--- config.mk ---
export PLATFORM = sky130hd
export DESIGN_NAME = instr_fetch_unit
export DESIGN_NICKNAME = d
export VERILOG_FILES = /design/src/rtl/instr_fetch_unit.sv
export SDC_FILE = /design/constraint.sdc
export NUM_CORES = 1
export LEC_CHECK = 0
export CORE_MARGIN = 2
export CORE_UTILIZATION = 42
export DETAILED_ROUTE_END_ITERATION = 16
export GPL_TIMING_DRIVEN = 0
export HOLD_SLACK_MARGIN = 0.08
export PLACE_DENSITY = 0.81
export SLEW_MARGIN = 30
export SYNTH_ARGS = -nofsm -noshare
export SYNTH_HDL_FRONTEND = slang
export SYNTH_SLANG_ARGS = --single-unit
--- constraint.sdc ---
create_clock -name clk -period 2.5 [get_ports clk]
set_input_delay 0.375 -clock clk [delete_from_list [all_inputs] [get_ports clk]]
set_output_delay 0.375 -clock clk [all_outputs]
set_load 0.01 [all_outputs]
--- src/rtl/instr_fetch_unit.sv ---
// Instruction fetch stage: holds the PC, fetches one word at a time over a
// req/rvalid handshake and presents it to decode until execute retires it.
module instr_fetch_unit #(
    parameter int              XLEN      = 32,
    parameter logic [XLEN-1:0] RESET_PC  = '0,
    parameter logic [31:0]     NOP_INSTR = 32'h0000_0013
) (
    input  logic            clk,
    input  logic            rst_n,
    output logic            imem_req,
    output logic [XLEN-1:0] imem_addr,
    input  logic            imem_rvalid,
    input  logic [31:0]     imem_rdata,
    output logic            instr_valid,
    input  logic            instr_ready,
    output logic [31:0]     instr,
    output logic [6:0]      OPcode,
    output logic [XLEN-1:0] pc,
    output logic [XLEN-1:0] pc_plus4,
    input  logic            branch,
    input  logic            jump,
    input  logic            jalr,
    input  logic            branch_taken,
    input  logic [XLEN-1:0] branch_target,
    input  logic [XLEN-1:0] jalr_target,
    output logic            misalign_err,
    output logic [31:0]     instret
);

    localparam logic [2:0] S_IDLE  = 3'd0;
    localparam logic [2:0] S_FETCH = 3'd1;
    localparam logic [2:0] S_WAIT  = 3'd2;
    localparam logic [2:0] S_ISSUE = 3'd3;
    localparam logic [2:0] S_HALT  = 3'd4;

    localparam logic [XLEN-1:0] LSB_CLEAR = {{(XLEN-1){1'b1}}, 1'b0};

    logic [2:0]      state;
    logic [XLEN-1:0] next_pc;
    logic            next_misaligned;

    // jalr has highest priority and always drops bit 0 of its target.
    function automatic logic [XLEN-1:0] select_next_pc(
        input logic            sel_jalr,
        input logic            sel_jump,
        input logic            sel_branch,
        input logic            taken,
        input logic [XLEN-1:0] cur_pc,
        input logic [XLEN-1:0] br_tgt,
        input logic [XLEN-1:0] jr_tgt
    );
        logic [XLEN-1:0] npc;
        if (sel_jalr)
            npc = jr_tgt & LSB_CLEAR;
        else if (sel_jump)
            npc = br_tgt;
        else if (sel_branch && taken)
            npc = br_tgt;
        else
            npc = cur_pc + XLEN'(4);
        return npc;
    endfunction

    assign next_pc = select_next_pc(jalr, jump, branch, branch_taken,
                                    pc, branch_target, jalr_target);
    assign next_misaligned = |next_pc[1:0];

    always_ff @(posedge clk) begin
        if (!rst_n) begin
            state        <= S_IDLE;
            pc           <= RESET_PC;
            instr        <= NOP_INSTR;
            misalign_err <= 1'b0;
            instret      <= 32'd0;
        end else begin
            case (state)
                S_IDLE:  state <= S_FETCH;
                S_FETCH: state <= S_WAIT;
                S_WAIT: begin
                    // Responses are only honoured here, so strays are dropped.
                    if (imem_rvalid) begin
                        instr <= imem_rdata;
                        state <= S_ISSUE;
                    end
                end
                S_ISSUE: begin
                    if (instr_ready) begin
                        instret <= instret + 32'd1;
                        instr   <= NOP_INSTR;
                        if (next_misaligned) begin
                            misalign_err <= 1'b1;
                            state        <= S_HALT;
                        end else begin
                            pc    <= next_pc;
                            state <= S_FETCH;
                        end
                    end
                end
                S_HALT:  state <= S_HALT;
                default: state <= S_IDLE;
            endcase
        end
    end

    assign imem_req    = (state == S_FETCH);
    assign imem_addr   = pc;
    assign instr_valid = (state == S_ISSUE);
    assign OPcode      = instr[6:0];
    assign pc_plus4    = pc + XLEN'(4);

endmodule

**Yosys cells after proc, flatten, opt, wreduce, memory -nomap -nowiden**

Index checks and enable logic that the tools add are counted.

- Logic and storage cells: 33
- Bits in registers: 100
- Output and inout port bits: 170

- Bitwise gates (word level): 1
- Mux-type cells: 10
- Equal/unequal tests: 6
- $add $sub $neg: 2
- Reduce and logical (&&, ||, !) cells: 9

Operators with widths:

| operator | count |
|---|---|
| $mux W32 | 5 |
| $pmux W32 S2 | 1 |
| $add A32 B1 Y32 const B | 1 |
| $add A32 B3 Y32 const B | 1 |
| $pmux W3 S5 | 1 |
| $mux W3 | 3 |
| $reduce_and A3 Y1 | 3 |
| $eq A3 B2 Y1 const B | 2 |
| $reduce_and A2 Y1 | 2 |
| $eq A3 B1 Y1 const B | 1 |
| $eq A3 B3 Y1 const B | 1 |
| $logic_not A3 Y1 | 1 |
| $ne A2 B1 Y1 const B | 1 |
| $ne A2 B2 Y1 const B | 1 |
| $reduce_bool A2 Y1 | 1 |
| $reduce_or A2 Y1 | 1 |
| $logic_and A1 B1 Y1 | 1 |
| $not A1 Y1 | 1 |

**Longest topological paths before layout**

Gate-level depths: netlist of the first run.

- Depth in word-level cells: 8
- Mapped depth: 8
- Mapped depth without buffers: 6

**Worst setup path before layout of the first run**

Ideal clock, no wire load.

- Kind: register to output
- Start point: reg pc[2] (netlist: imem_addr[2])
- End point: out pc_plus4[28]
- Stages on the path, launching flop included: 6
- Arrival: 1.777 ns
- Path buffers: 0
- Slack: 0.348 ns
- Cells stage by stage: dfxtp_1 ha_1 and3_1 nand4_1 nor3_1 xor2_1

- Longest elaborated chain between the ends: 1

Ends and longest elaborated chain:

| item | line | source |
|---|---|---|
| start, declared | 18 | `output logic [XLEN-1:0] pc,` |
| start signal, assigned | 94 | `pc <= next_pc;` |
| $add A32 B3 Y32 | 109 | `assign pc_plus4 = pc + XLEN'(4);` |
| end, declared | 19 | `output logic [XLEN-1:0] pc_plus4,` |

Every way passes these cells.

**Worst setup path in the final report of the first run**

- Start point: reg pc[23] (netlist: imem_addr[23])
- End point: out pc_plus4[29]

Same word-level chain as after synthesis.

==> results_dict.tcl, run 1 <==
set metrics [dict create \
    dpl.hpwl_um 15800 \
    min_path_type "reg2reg" \
    first_pass_iters 5 \
    cp_data_arrival_time_ns 2.07 \
    finalNetCount 1151 \
    die_w_um 120 \
    vias_per_cell 5.50 \
    power.switching_mw 1.01 \
    yosys.area.top_type "dfxtp_1" \
    antenna_found_initial 0 \
    hold_slack_ns 0.452 \
    diodes 0 \
    crit-reg2reg-capture "imem_addr[4]$_SDFFE_PN0P_" \
    synth.area.mux_share_pct 0.374 \
    power_density_nw_per_um2 406 \
    async_flop_share_pct 0 \
    cp_max_fo 8 \
    regToRegSetupSlack_ns 0.28 \
    ys_top_cells_by_area "dfxtp_1, a21oi_1, nand2_1, buf_4, nand3_1" \
    place_congestion 0.963 \
    synthAdderAreaFrac_pct 0.440 \
    slowest_stage "dfxtp_2" \
    synth_top_area_share_pct 35.2 \
    startpoint_type "flop" \
    port_buffers 270 \
    ir_drop_mv 0.344 \
    finalHoldViolCount 0 \
    timing.rr.start "state[1]$_SDFFE_PN0P_" \
    seq_area_frac_synth_pct 35.2 \
    fin_util_pct 70.6 \
    cts-root-buf "clkbuf_16" \
    synth_edf_count 0 \
    yosysUniqueCellTypes 59 \
    synth-compound-area-share_pct 18.6 \
    ys_warn_count 0 \
    drc 0 \
    initial_core_util_pct 43.0 \
    clk_pin_slew_worst_paths_ns 0.07 \
    path_cells "and4_4 > nand4_1 > nor3_4 > xnor2_1 > dlygate4sd2_1" \
    vias 6742 \
    clock_latency_ns 0.34 \
    clock-sinks 100 \
    synth_most_common_cell "dfxtp_1" \
    synth_xor_area_share_pct 7.69 \
    min_from "instr[15]$_SDFFE_PN0P_" \
    die_h_um 120 \
    post-route-period-util_pct 97.8 \
    max_freq_ghz 0.409 \
    critical_path_buf_inv_count 1 \
    synth_flop_cell "dfxtp_1" \
    relSlewSlack_pct 54.5 \
    rows 42 \
    min_period_ns 2.44 \
    drive_gt1_share_pct 16.5 \
    p_leak_nw 3.70 \
    slowest_delay_ns 0.45 \
    grt_pass1_wl_um 32900 \
    syn_to_final_growth_pct 64.3 \
    final_max_slew_viol_count 0 \
    io_pins 274 \
    syn-num-nets 845 \
    maxCapViolCount 0 \
    synth_top_family_by_area "simple AND/OR/NAND/NOR gates" \
    totalPowerFinal_mw 3.80 \
    seqPwrFrac_pct 43.9 \
    grt_max_degree 20 \
    critPathTopFamily "simple AND/OR/NAND/NOR gates" \
    grtUsageTotal_pct 28.3 \
    cp_data_required_time_ns 2.12 \
    tightest_slew_ns 0.682 \
    setup_viol 0 \
    rsz0062_at_grt "yes" \
    dieArea_um2 14500 \
    internal_power_mw 2.78 \
    holdPathStages 2 \
    path_class "reg2out" \
    cts_buffer_depth 2 \
    status "finished clean" \
    htreeDepth 3 \
    rr_worst_depth 8 \
    ant_nets 0 \
    design.core.area_um2 13200 \
    clockPowerShare_pct 38.1 \
    synth-simple-area-share_pct 28.4 \
    crit_path_end_kind "output pin" \
    numCtsBuffers 9 \
    skew_ns 0.0113 \
    synth_common_cells "dfxtp_1, nand2_1, a21oi_1, nand3_1, nor2_1" \
    synth_cells 739 \
    detail_route.wl_per_cell_um 17.5 \
    drt_iter0_markers 489 \
    switching_share_pct 26.7 \
    worstHoldEndpoint "instr[15]$_SDFFE_PN0P_" \
    share_comb_of_total_power_pct 18.1 \
    syn_area_per_cell_um2 7.70 \
    wl_um 21500 \
    grt_pass1_vias 6309 \
    cts_tree "built" \
    ys_ff_latch 100 \
    syn_area_um2 5690 \
    overflow 0 \
]
-- placed cells by master, fill, tap and decap left out, drive strengths merged, types with 3 or more instances in the layout --
master,n
clkdlybuf4s50,247
dfxtp,100
nand2,95
buf,89
a21oi,77
nor2,53
nand3,53
clkbuf,45
o21ai,43
xor2,27
xnor2,23
nand4,19
and3,18
nor3,16
or3,14
nor3b,10
o21a,10
inv,10
and2,7
o22ai,7
and4,7
nor4,7
a31oi,6
dlygate4sd2,6
o221a,4
o31a,4
clkdlybuf4s15,4
o31ai,3
o211a,3
dlymetal6s2s,3
-- sequential cells by signal, indices dropped and copies added, names as in the netlist --
register,cells
instr,32
instret,32
misalign_err,1
state,3
imem_addr,32
-- timing repair --
item	4_1_cts	5_1_grt
hold buffers	0	0
setup buffers	13	15
setup endpoints to repair	28	30
pin swaps	12	9
resized for setup	110	35
-- worst register-to-register path: stages, from the launching register on --
cell,delay (ns)
dfxtp_1,0.30
buf_2,0.19
and4b_1,0.20
buf_2,0.20
o221a_2,0.33
nand2_1,0.25
buf_2,0.29
a211oi_1,0.25
nor3_1,0.07
-- logic make-up (layout without fill, tap and decap cells) --
kind of cell	count (synthesis)	after routing
AOI/OAI and AO/OA	177	177
xor gates and xnor gates	50	50
adders and majority gates	2	2
buffers and inverters	97	408
DFF	100	100
muxes	2	2
and+or+nand+nor	311	311
-- per-layer routing --
metal,part of all wire (%),wire [µm],GRT usage (%),vias up
met5,0,0,0,-
met2,47,10000,45.9,334
met1,41,8890,36.6,3166
li1,-,-,-,3200
met3,9.4,2020,7.50,42
met4,2.4,519,9.38,0
-- how the worst max path moves through the flow --
stage	from	endpoint	slack, ns	depth (start not counted)
floorplan	imem_addr[2]$_SDFFE_PN0P_	pc_plus4[28]	0.35	5
global placement	imem_addr[2]$_SDFFE_PN0P_	pc_plus4[28]	-0.52	6
detailed placement	imem_addr[2]$_SDFFE_PN0P_	pc_plus4[28]	-0.57	6
CTS	imem_addr[10]$_SDFFE_PN0P_	pc_plus4[25]	0.006	8
global route	imem_addr[10]$_SDFFE_PN0P_	pc_plus4[25]	-0.03	8
finish	imem_addr[23]$_SDFFE_PN0P_	pc_plus4[29]	0.06	5
-- cell type report --
type                            count  area, µm²
Clock buffer                        9        225
Sequential cell                   100       2060
Multi-Input combinational cell    542       3350
Buffer                             87        512
Timing Repair Buffer              298       2880
Clock inverter                      7       80.1
Tap cell                          176        220
Fill cell                        1122       3890
Inverter                            7       26.3
-- power by group through the flow --
stage	Sequential, mW	Clock, mW	Combinational (mW)
floorplan	1.72	0	0.275
global placement	1.71	0	0.668
detailed placement	1.71	0	0.673
CTS	1.67	1.47	0.674
global route	1.67	1.54	0.738
finish	1.66	1.44	0.687
-- metrics by stage --
step | cells | cell area [µm²] | setup WS, ns | TNS (ns)
floorplan | 739 | 5690 | 0.348 | 0
global placement | 1185 | 8610 | -0.522 | -11.61
detailed placement | 1185 | 8610 | -0.569 | -12.81
CTS | 1212 | 9210 | 0.00618 | 0
global route | 1226 | 9350 | -0.0316 | -0.0742
finish | 1226 | 9350 | 0.0556 | 0
(Power assumes the default switching activity.)
==> inputs of run 2 (changes only) <==
CAP_MARGIN = 10   (was not set)
CTS_CLUSTER_DIAMETER = 80   (was not set)
==> results of run 2 <==
No change in the layout: final DEF, timing and power equal those of run 1.
==> inputs of run 3 (changes only) <==
CORE_UTILIZATION = 36   (was 42)
PLACE_DENSITY = 0.71   (was 0.81)
SKIP_LAST_GASP = 1   (was not set)
==> run 3 against run 2 <==
Setup slack worse by 0.0095 ns. Largest power group unchanged. Non-clock buffer count is 2 higher. Register-to-register slack worse by 0.22 ns. Count of clock-buffer cells in the layout is 1 higher. Die area is 16% higher. Cell count is 2.9% higher. Sequential share of layout area hardly changed. Critical path type unchanged.
==> results_dict.tcl, run 3 (synthesis results as in run 1) <==
set metrics [dict create \
    status "finished clean" \
    fin_tns_setup_ns 0 \
    die_w_um 130 \
    cp_max_fo 8 \
    wl_um 21900 \
    die_h_um 130 \
    crit_path_end_kind "output pin" \
    maxCapViolCount 0 \
    rsz0062_at_grt "yes" \
    final_cells 1262 \
    clock_latency_ns 0.35 \
    cp_data_arrival_time_ns 2.08 \
    switching_share_pct 25.9 \
    grt_pass1_vias 5970 \
    tightest_slew_ns 0.750 \
    max_freq_ghz 0.408 \
    port_buffers 270 \
    rows 45 \
    fillers 1404 \
    placed_area_um2 8660 \
    grt_max_degree 20 \
    drt_iter0_markers 521 \
    crit_path_start "imem_addr[11]$_SDFFE_PN0P_" \
    setup_viol 0 \
    seqPwrFrac_pct 43.0 \
    detail_route.wl_per_cell_um 17.4 \
    clk_pin_slew_worst_paths_ns 0.07 \
    final_max_slew_viol_count 0 \
    crit_end "pc_plus4[25]" \
    place_inst 1220 \
    io_pins 274 \
    diodes 0 \
    power.switching_mw 1.00 \
    min_path_type "reg2reg" \
    syn_to_final_growth_pct 64.1 \
    fin_util_pct 61.0 \
    ir_drop_mv 0.367 \
    path_class "reg2out" \
    drc 0 \
    timing.rr.start "imem_addr[11]$_SDFFE_PN0P_" \
    min_period_ns 2.45 \
    final_cell_area_um2 9340 \
    first_pass_iters 5 \
    numCtsBuffers 9 \
    cts-root-buf "clkbuf_16" \
    p_leak_nw 3.64 \
    cts_buffer_depth 2 \
    vias 6620 \
    regToRegSetupSlack_ns 0.06 \
    relSlewSlack_pct 50.0 \
    final_cell_mix "clkdlybuf4s50_1, nand2_1, dfxtp_1" \
    clock-sinks 100 \
    cts_tree "built" \
    initial_core_util_pct 37.2 \
    post-route-period-util_pct 98.2 \
    cp_data_required_time_ns 2.12 \
    ant_nets 0 \
    dpl.hpwl_um 16000 \
    final_common_cell "clkdlybuf4s50_1" \
    grt_pass1_wl_um 33000 \
    dieArea_um2 16800 \
    internal_power_mw 2.87 \
    htreeDepth 3 \
    vias_per_cell 5.25 \
    overflow 0 \
    startpoint_type "flop" \
    clockPowerShare_pct 39.4 \
    finalNetCount 1153 \
    drive_gt1_share_pct 16.2 \
    power_density_nw_per_um2 415 \
    skew_ns 0.0108 \
    crit-reg2reg-capture "imem_addr[25]$_SDFFE_PN0P_" \
    finalHoldViolCount 0 \
    rr_worst_depth 14 \
    grtUsageTotal_pct 25.0 \
    place_congestion 0.905 \
    design.core.area_um2 15300 \
    share_comb_of_total_power_pct 17.6 \
    holdPathStages 2 \
    antenna_found_initial 0 \
]
-- run 3: timing repair --
action	4_1_cts	5_1_grt
buffers inserted	18	11
setup endpoints to repair	37	27
hold buffers	0	0
pin swaps	15	8
resized for setup	94	37
-- run 3: worst min-delay path by stage --
stage,slack (ns),endpoint,start
global route,0.47,instr[15]$_SDFFE_PN0P_,instr[15]$_SDFFE_PN0P_
CTS,0.45,instr[28]$_SDFFE_PN0P_,instr[28]$_SDFFE_PN0P_
detailed placement,0.44,instr[28]$_SDFFE_PN0P_,instr[28]$_SDFFE_PN0P_
floorplan,0.48,instr[10]$_SDFFE_PN0P_,instr[10]$_SDFFE_PN0P_
global placement,0.44,instr[21]$_SDFFE_PN0P_,instr[21]$_SDFFE_PN0P_
finish,0.45,instr[28]$_SDFFE_PN0P_,instr[28]$_SDFFE_PN0P_
-- run 3: layout make-up --
| class | instances | area (µm²) | share of cell area (%) |
|---|---|---|---|
| inverters | 7 | 26.3 | 0.281 |
| flip-flops and latches | 100 | 2060 | 22.0 |
| plain buffers | 88 | 515 | 5.52 |
| clock buffers | 10 | 229 | 2.45 |
| repair buffers | 299 | 2850 | 30.6 |
| clock inverters | 5 | 85.1 | 0.911 |
| well taps | 211 | 264 | 2.83 |
| multi-input cells | 542 | 3310 | 35.4 |
-- run 3: worst max-delay path, cell delays in order, from the launching register on --
cell and delay (ns):
dfxtp_2 0.44, nand4_1 0.14, buf_6 0.17, nor4_4 0.19, buf_4 0.19, nand4_1 0.12
buf_4 0.17, xnor2_2 0.14, buf_2 0.16
-- run 3: metal layers --
metal,routed length (µm),vias to the layer above,global-route usage (%)
met2,10000,310,40.4
li1,-,3202,-
met1,9500,3055,33.2
met3,1810,53,5.95
met5,0,-,0
met4,591,0,7.84
-- run 3: power groups by stage --
stage,clock network [mW],registers (mW),logic [mW]
floorplan,0,1.72,0.275
global placement,0,1.71,0.674
detailed placement,0,1.71,0.677
CTS,1.56,1.67,0.676
global route,1.61,1.67,0.737
finish,1.53,1.67,0.682
-- run 3: through the flow --
step / worst slack [ns] / hold slack, ns / total power, mW
5_1_grt: -0.0530 / 0.466 / 4.02
3_3_place_gp: -0.562 / 0.438 / 2.38
4_1_cts: -0.0231 / 0.453 / 3.91
2_1_floorplan: 0.348 / 0.476 / 2.00
6_report: 0.0461 / 0.451 / 3.87
3_5_place_dp: -0.601 / 0.443 / 2.39
